### src/rtl/sccb_master.sv
// SCCB master: single-register write/read with 1- or 2-byte address.
// Optional ACK checking is enabled by defining SCCB_ACK_CHECK_EN.
module sccb_master #(
  parameter int CLK_DIV    = 125,
  parameter int ADDR_BYTES = 1
) (
  input  logic                    xipMCLK,
  input  logic                    xipRESET,
  input  logic                    ipSTART,
  input  logic                    ipRW,
  input  logic [6:0]              ipID,
  input  logic [8*ADDR_BYTES-1:0] ipADDR,
  input  logic [7:0]              ipWDATA,
  output logic [7:0]              opRDATA,
  output logic                    opBUSY,
  output logic                    opDONE,
  output logic                    opNACK,
  output logic                    opSIO_C,
  output logic                    opSIO_D_OE,
  input  logic                    ipSIO_D
);

  localparam logic [2:0] S_IDLE   = 3'd0;
  localparam logic [2:0] S_START  = 3'd1;
  localparam logic [2:0] S_BIT    = 3'd2;
  localparam logic [2:0] S_STOP   = 3'd3;
  localparam logic [2:0] S_GAP    = 3'd4;
  localparam logic [2:0] S_FINISH = 3'd5;

  localparam logic [11:0] QMAX  = 12'(CLK_DIV - 1);
  localparam logic [1:0]  WLAST = 2'(ADDR_BYTES + 1);
  localparam logic [1:0]  RLAST = 2'(ADDR_BYTES);

  logic [2:0]  r_state;
  logic [11:0] r_qcnt;
  logic [1:0]  r_q;
  logic [3:0]  r_bit;
  logic [1:0]  r_byte;
  logic        r_phb;
  logic        r_rw;
  logic [6:0]  r_id;
  logic [15:0] r_addr;
  logic [7:0]  r_wdata;
  logic [7:0]  r_rsh;
  logic [7:0]  r_rdata;
  logic        r_nack;
  logic        r_done;
  logic        r_busy;
  logic        r_sioc;
  logic        r_oe;

  logic        w_tick;
  logic [7:0]  w_byte;
  logic        w_bitval;
  logic        w_rdbyte;
  logic        w_last;
  logic        w_sioc;
  logic        w_oe;

  assign w_tick   = (r_qcnt == QMAX);
  assign w_rdbyte = r_phb && (r_byte == 2'd1);
  assign w_last   = r_phb ? (r_byte == 2'd1)
                  : (r_byte == (r_rw ? RLAST : WLAST));
  assign w_bitval = r_bit[3] ? 1'b1
                  : w_byte[3'd7 - r_bit[2:0]];

  // Select the byte currently being shifted out
  always_comb begin
    w_byte = r_wdata;
    if (r_byte == 2'd0)
      w_byte = {r_id, r_phb};
    else if (r_phb)
      w_byte = 8'hFF;
    else if (r_byte == 2'd1)
      w_byte = (ADDR_BYTES == 2) ? r_addr[15:8]
                                 : r_addr[7:0];
    else if (r_byte == 2'd2 && ADDR_BYTES == 2)
      w_byte = r_addr[7:0];
  end

  // Decode bus levels from the phase and quarter
  always_comb begin
    w_sioc = 1'b1;
    w_oe   = 1'b0;
    unique case (r_state)
      S_START: begin
        w_sioc = (r_q == 2'd0);
        w_oe   = 1'b1;
      end
      S_BIT: begin
        w_sioc = (r_q == 2'd1) || (r_q == 2'd2);
        w_oe   = ~w_bitval;
      end
      S_STOP: begin
        w_sioc = (r_q != 2'd0);
        w_oe   = (r_q < 2'd2);
      end
      default: begin
        w_sioc = 1'b1;
        w_oe   = 1'b0;
      end
    endcase
  end

  // Transaction FSM, quarter timer and registered bus pins
  always_ff @(posedge xipMCLK) begin
    if (xipRESET) begin
      r_state <= S_IDLE;
      r_qcnt  <= '0;
      r_q     <= '0;
      r_bit   <= '0;
      r_byte  <= '0;
      r_phb   <= 1'b0;
      r_rw    <= 1'b0;
      r_id    <= '0;
      r_addr  <= '0;
      r_wdata <= '0;
      r_rsh   <= '0;
      r_rdata <= '0;
      r_nack  <= 1'b0;
      r_done  <= 1'b0;
      r_busy  <= 1'b0;
      r_sioc  <= 1'b1;
      r_oe    <= 1'b0;
    end else begin
      r_done <= 1'b0;
      r_sioc <= w_sioc;
      r_oe   <= w_oe;
      if (r_state == S_IDLE || r_state == S_FINISH || w_tick)
        r_qcnt <= '0;
      else
        r_qcnt <= r_qcnt + 12'd1;
      unique case (r_state)
        S_IDLE: begin
          if (ipSTART) begin
            r_rw    <= ipRW;
            r_id    <= ipID;
            r_addr  <= 16'(ipADDR);
            r_wdata <= ipWDATA;
            r_state <= S_START;
            r_q     <= '0;
            r_bit   <= '0;
            r_byte  <= '0;
            r_phb   <= 1'b0;
            r_busy  <= 1'b1;
            r_nack  <= 1'b0;
          end
        end
        S_START: begin
          if (w_tick) begin
            if (r_q == 2'd1) begin
              r_state <= S_BIT;
              r_q     <= '0;
              r_bit   <= '0;
              r_byte  <= '0;
            end else begin
              r_q <= r_q + 2'd1;
            end
          end
        end
        S_BIT: begin
          if (w_tick) begin
            r_q <= r_q + 2'd1;
            if (r_q == 2'd2 && !r_bit[3] && w_rdbyte)
              r_rsh <= {r_rsh[6:0], ipSIO_D};
`ifdef SCCB_ACK_CHECK_EN
            if (r_q == 2'd2 && r_bit[3] && !w_rdbyte && ipSIO_D)
              r_nack <= 1'b1;
`endif
            if (r_q == 2'd3) begin
              if (!r_bit[3]) begin
                r_bit <= r_bit + 4'd1;
              end else begin
                r_bit <= '0;
                if (w_last || r_nack)
                  r_state <= S_STOP;
                else
                  r_byte <= r_byte + 2'd1;
              end
            end
          end
        end
        S_STOP: begin
          if (w_tick) begin
            r_q <= r_q + 2'd1;
            if (r_q == 2'd3) begin
              if (r_rw && !r_phb && !r_nack) begin
                r_state <= S_GAP;
              end else begin
                r_state <= S_FINISH;
                r_done  <= 1'b1;
                r_busy  <= 1'b0;
                if (r_phb && !r_nack)
                  r_rdata <= r_rsh;
              end
            end
          end
        end
        S_GAP: begin
          if (w_tick) begin
            r_q <= r_q + 2'd1;
            if (r_q == 2'd3) begin
              r_state <= S_START;
              r_phb   <= 1'b1;
              r_byte  <= '0;
              r_bit   <= '0;
            end
          end
        end
        S_FINISH: r_state <= S_IDLE;
        default:  r_state <= S_IDLE;
      endcase
    end
  end

  assign opRDATA    = r_rdata;
  assign opBUSY     = r_busy;
  assign opDONE     = r_done;
  assign opSIO_C    = r_sioc;
  assign opSIO_D_OE = r_oe;
`ifdef SCCB_ACK_CHECK_EN
  assign opNACK     = r_nack;
`else
  assign opNACK     = 1'b0;
`endif

endmodule

### config.mk
export PLATFORM = sky130hd
export DESIGN_NAME = sccb_master
export DESIGN_NICKNAME = d
export VERILOG_FILES = /design/src/rtl/sccb_master.sv
export SDC_FILE = /design/constraint.sdc
export NUM_CORES = 1
export LEC_CHECK = 0
export CAP_MARGIN = 10
export CORE_UTILIZATION = 50
export CTS_CLUSTER_SIZE = 16
export DETAILED_ROUTE_END_ITERATION = 16
export HOLD_SLACK_MARGIN = 0.12
export PLACE_DENSITY = 0.74
export SETUP_SLACK_MARGIN = 0.05
export SLEW_MARGIN = 20
export SYNTH_ARGS = -nofsm -noshare
export SYNTH_HDL_FRONTEND = slang
export SYNTH_SLANG_ARGS = --single-unit
### constraint.sdc
create_clock -name xipMCLK -period 2.9 [get_ports xipMCLK]
set_clock_uncertainty 0.1 [all_clocks]
set_input_delay 0.725 -clock xipMCLK [delete_from_list [all_inputs] [get_ports xipMCLK]]
set_output_delay 0.725 -clock xipMCLK [all_outputs]
set_load 0.02 [all_outputs]
==> impl_metrics.toml <==
[outcome]
status = "completed"

[critical_path]
critical_path_class = "input pin to flip-flop"
critPathBufInv = 1
r2r_end = "r_bit[2]"
crit_family = "simple AND/OR/NAND/NOR gates"
cp_cell_sequence = "clkdlybuf4s50_1, or4b_1, o211ai_1, or2_1, o311ai_1, a32o_2"
slowest_delay_ns = 0.51
required_ns = 3.04
rrSetupSlack_ns = 0.55
critPathCaptureType = "flip-flop"
cp.arrival_ns = 2.58
r2r_cells = 5
critPathMaxFanout = 7
cpMaxStageDelayCell = "clkdlybuf4s50_1"
start_kind = "input pin"
reg2reg_from = "r_qcnt[9]"

[clock_tree]
clock_path_buffers = 2
cts_sinks = 68
clk_latency_ns = 0.35
path_clk_slew_ns = 0.07
cts_buffers = 9
cts-htree-levels = 3
clockRootBuffer = "clkbuf_8"
cts_resized = 0
post_cts_buffers = 0
cts_tree = "yes"
holdBufCountCts = 0

[timing]
period_needed_ns = 2.439
clock.fmax_ghz = 0.4100
rsz0062_at_grt = "false"
hold_viol_final = 0
whs_ns = 0.3551
worst_pin_slew_ns = 0.5971
tns_ns = 0
setup_viol = 0
relSlewSlack_pct = 60.14
fin_crit_sh_pct = 84.11
final_max_slew_viol_count = 0

[global_routing]
grt_max_degree = 32
antenna_found_initial = 0
grt_overflow_total = 0
grt_usage_pct = 21.26
grt_pass1_vias = 2636
grt_pass1_wl_um = 11810

[power_and_ir_drop]
power.switching_w = 0.0007817
p_comb_share_pct = 23.0
clkPwrFrac_pct = 32.5
ir_worst_vdd_mv = 0.4016
leakage_nw = 1.534
power_density_mw_per_mm2 = 640.2
p_seq_share_pct = 44.5
p_sw_share_pct = 31.29
intPower_w = 0.001717

[place]
gp_congestion = 0.8231
numPortBuffers = 39
dpl.hpwl_um = 4661

[die]
die_w_um = 82.88
rows = 29
initial_core_util_pct = 51.51
dieArea_mm2 = 0.006869
coreArea_mm2 = 0.006350
die_h_um = 82.88
ios = 41

[synthesis]
synth.distinct_cells = 58
synth-main-ff-cell = "dfxtp_1"
ys_seq_area_share_pct = 41.62
syn-mean-instance-area_um2 = 8.517
syn_inst = 384
synth.cells.most_frequent = "dfxtp_1 (68), nand2_1 (63), nor2_1 (44)"
synth_most_common_cell = "dfxtp_1"
ys_ff_latch = 68
synth-edff-count = 0
async_reset_ff_share_pct = 0
synth.area.top_cells = "dfxtp_1 (42%), nand2_1 (7.2%), mux2i_1 (6.7%)"
syn_area_mm2 = 0.003271
synth_top_area_share_pct = 41.62
synth_warnings = 0
yosysTopAreaCell = "dfxtp_1"
synth_fp_nets = 421

[final_layout]
synthToLayoutAreaGrowth_pct = 19.32
insertedDiodeCount = 0
nets = 452
drive_above_1_share_pct = 8.810

[hold_path]
whs_path_depth = 2
hold_end = "r_id[6]"
hp-class = "flip-flop to flip-flop"
min-delay-start = "r_id[6]"

[routing]
vias_per_cell = 5.511
wl_per_cell_um = 13.92
drc = 0
ant_nets = 0
dr.first_iter.drc_count = 145
drt-pass1-iter-count = 5
vias = 2739
wirelength_um = 6917

[job]
drv_cap = 0
cell usage in the layout (no fill, tap or decap), drive strengths merged, types with 4 or more instances in the layout:
master and instances:
dfxtp 68, nand2 63, nor2 44, clkdlybuf4s50 38, a21oi 33, mux2i 22, inv 13, clkbuf 11
o21ai 9, ha 9, nand3 9, nor3 8, buf 7, xor2 6, and3 6, nor3b 5
nor2b 4, or3 4, mux4 4
per-layer routing:
layer  up-vias  track usage, %  wire (µm)
met5         -               0          0
met4         0           9.561        148
met3        15           4.970        268
met2        55           36.29       3314
met1      1270           25.35       3185
li1       1399               -          -
state kept, by name, indices dropped and copies added, names as in the netlist:
signal      cells
opSIO_D_OE      1
r_bit           4
r_q             2
opSIO_C         1
r_state         3
r_rsh           8
r_phb           1
opRDATA         8
opBUSY          1
r_rw            1
r_wdata         8
r_byte          2
r_addr          8
opDONE          1
r_qcnt         12
r_id            7
cell families (layout without fill, tap and decap cells):
logic type | after synthesis | after routing | synth area share, %
AOI/OAI and AO/OA | 71 | 71 | 14.58
muxes | 27 | 27 | 9.832
adders and majority gates | 10 | 10 | 3.749
other | 1 | 1 | 0.1147
xor gates and xnor gates | 8 | 8 | 2.142
DFF | 68 | 68 | 41.62
and+or+nand+nor | 161 | 161 | 23.22
buffers and inverters | 38 | 74 | 4.744
through the flow:
| step | instance area, µm² | power [W] | setup WS (ns) | util (%) | std cells |
|---|---|---|---|---|---|
| after floorplan | 3271 | 0.001536 | 0.6438 | - | 384 |
| after global placement | 3691 | 0.001690 | 0.1491 | 58.13 | 481 |
| after detailed placement | 3691 | 0.001706 | 0.1181 | 58.13 | 481 |
| after CTS | 3902 | 0.002517 | 0.4868 | 61.46 | 497 |
| after global routing | 3902 | 0.002645 | 0.3776 | 61.46 | 497 |
| final | 3902 | 0.002499 | 0.4609 | 61.46 | 497 |
power by group through the flow:
stage / Combinational [W] / Clock (W) / Sequential, W
floorplan: 0.000435 / 0 / 0.00110
global placement: 0.000562 / 0 / 0.00113
detailed placement: 0.000575 / 0 / 0.00113
CTS: 0.000579 / 0.000827 / 0.00111
global route: 0.000643 / 0.000874 / 0.00113
finish: 0.000574 / 0.000812 / 0.00111
cell type report:
| cell class | count | area (µm²) |
|---|---|---|
| Clock buffer | 11 | 151.4 |
| Tap cell | 77 | 96.34 |
| Timing Repair Buffer | 45 | 430.4 |
| Fill cell | 544 | 2447 |
| Clock inverter | 5 | 60.06 |
| Multi-Input combinational cell | 278 | 1754 |
| Inverter | 13 | 48.80 |
| Sequential cell | 68 | 1361 |
worst reg2reg max path, delay by kind of cell (launching register included):
kind	cells	cell delay, ns
AND/OR/NAND/NOR	2	0.99
AO/OA/AOI/OAI	3	0.81
flip-flops	1	0.34
worst max path at each step:
stage / start / to / slack, ns / depth (start not counted)
after floorplan: ipSTART / r_bit[2] / 0.64 / 7
after global placement: ipSTART / r_bit[2] / 0.15 / 6
after detailed placement: ipSTART / r_bit[2] / 0.12 / 6
after CTS: ipSTART / r_bit[2] / 0.49 / 6
after global routing: ipSTART / r_bit[2] / 0.38 / 6
final: ipSTART / r_bit[2] / 0.46 / 6
No activity file was read; power rests on OpenSTA's default activity.
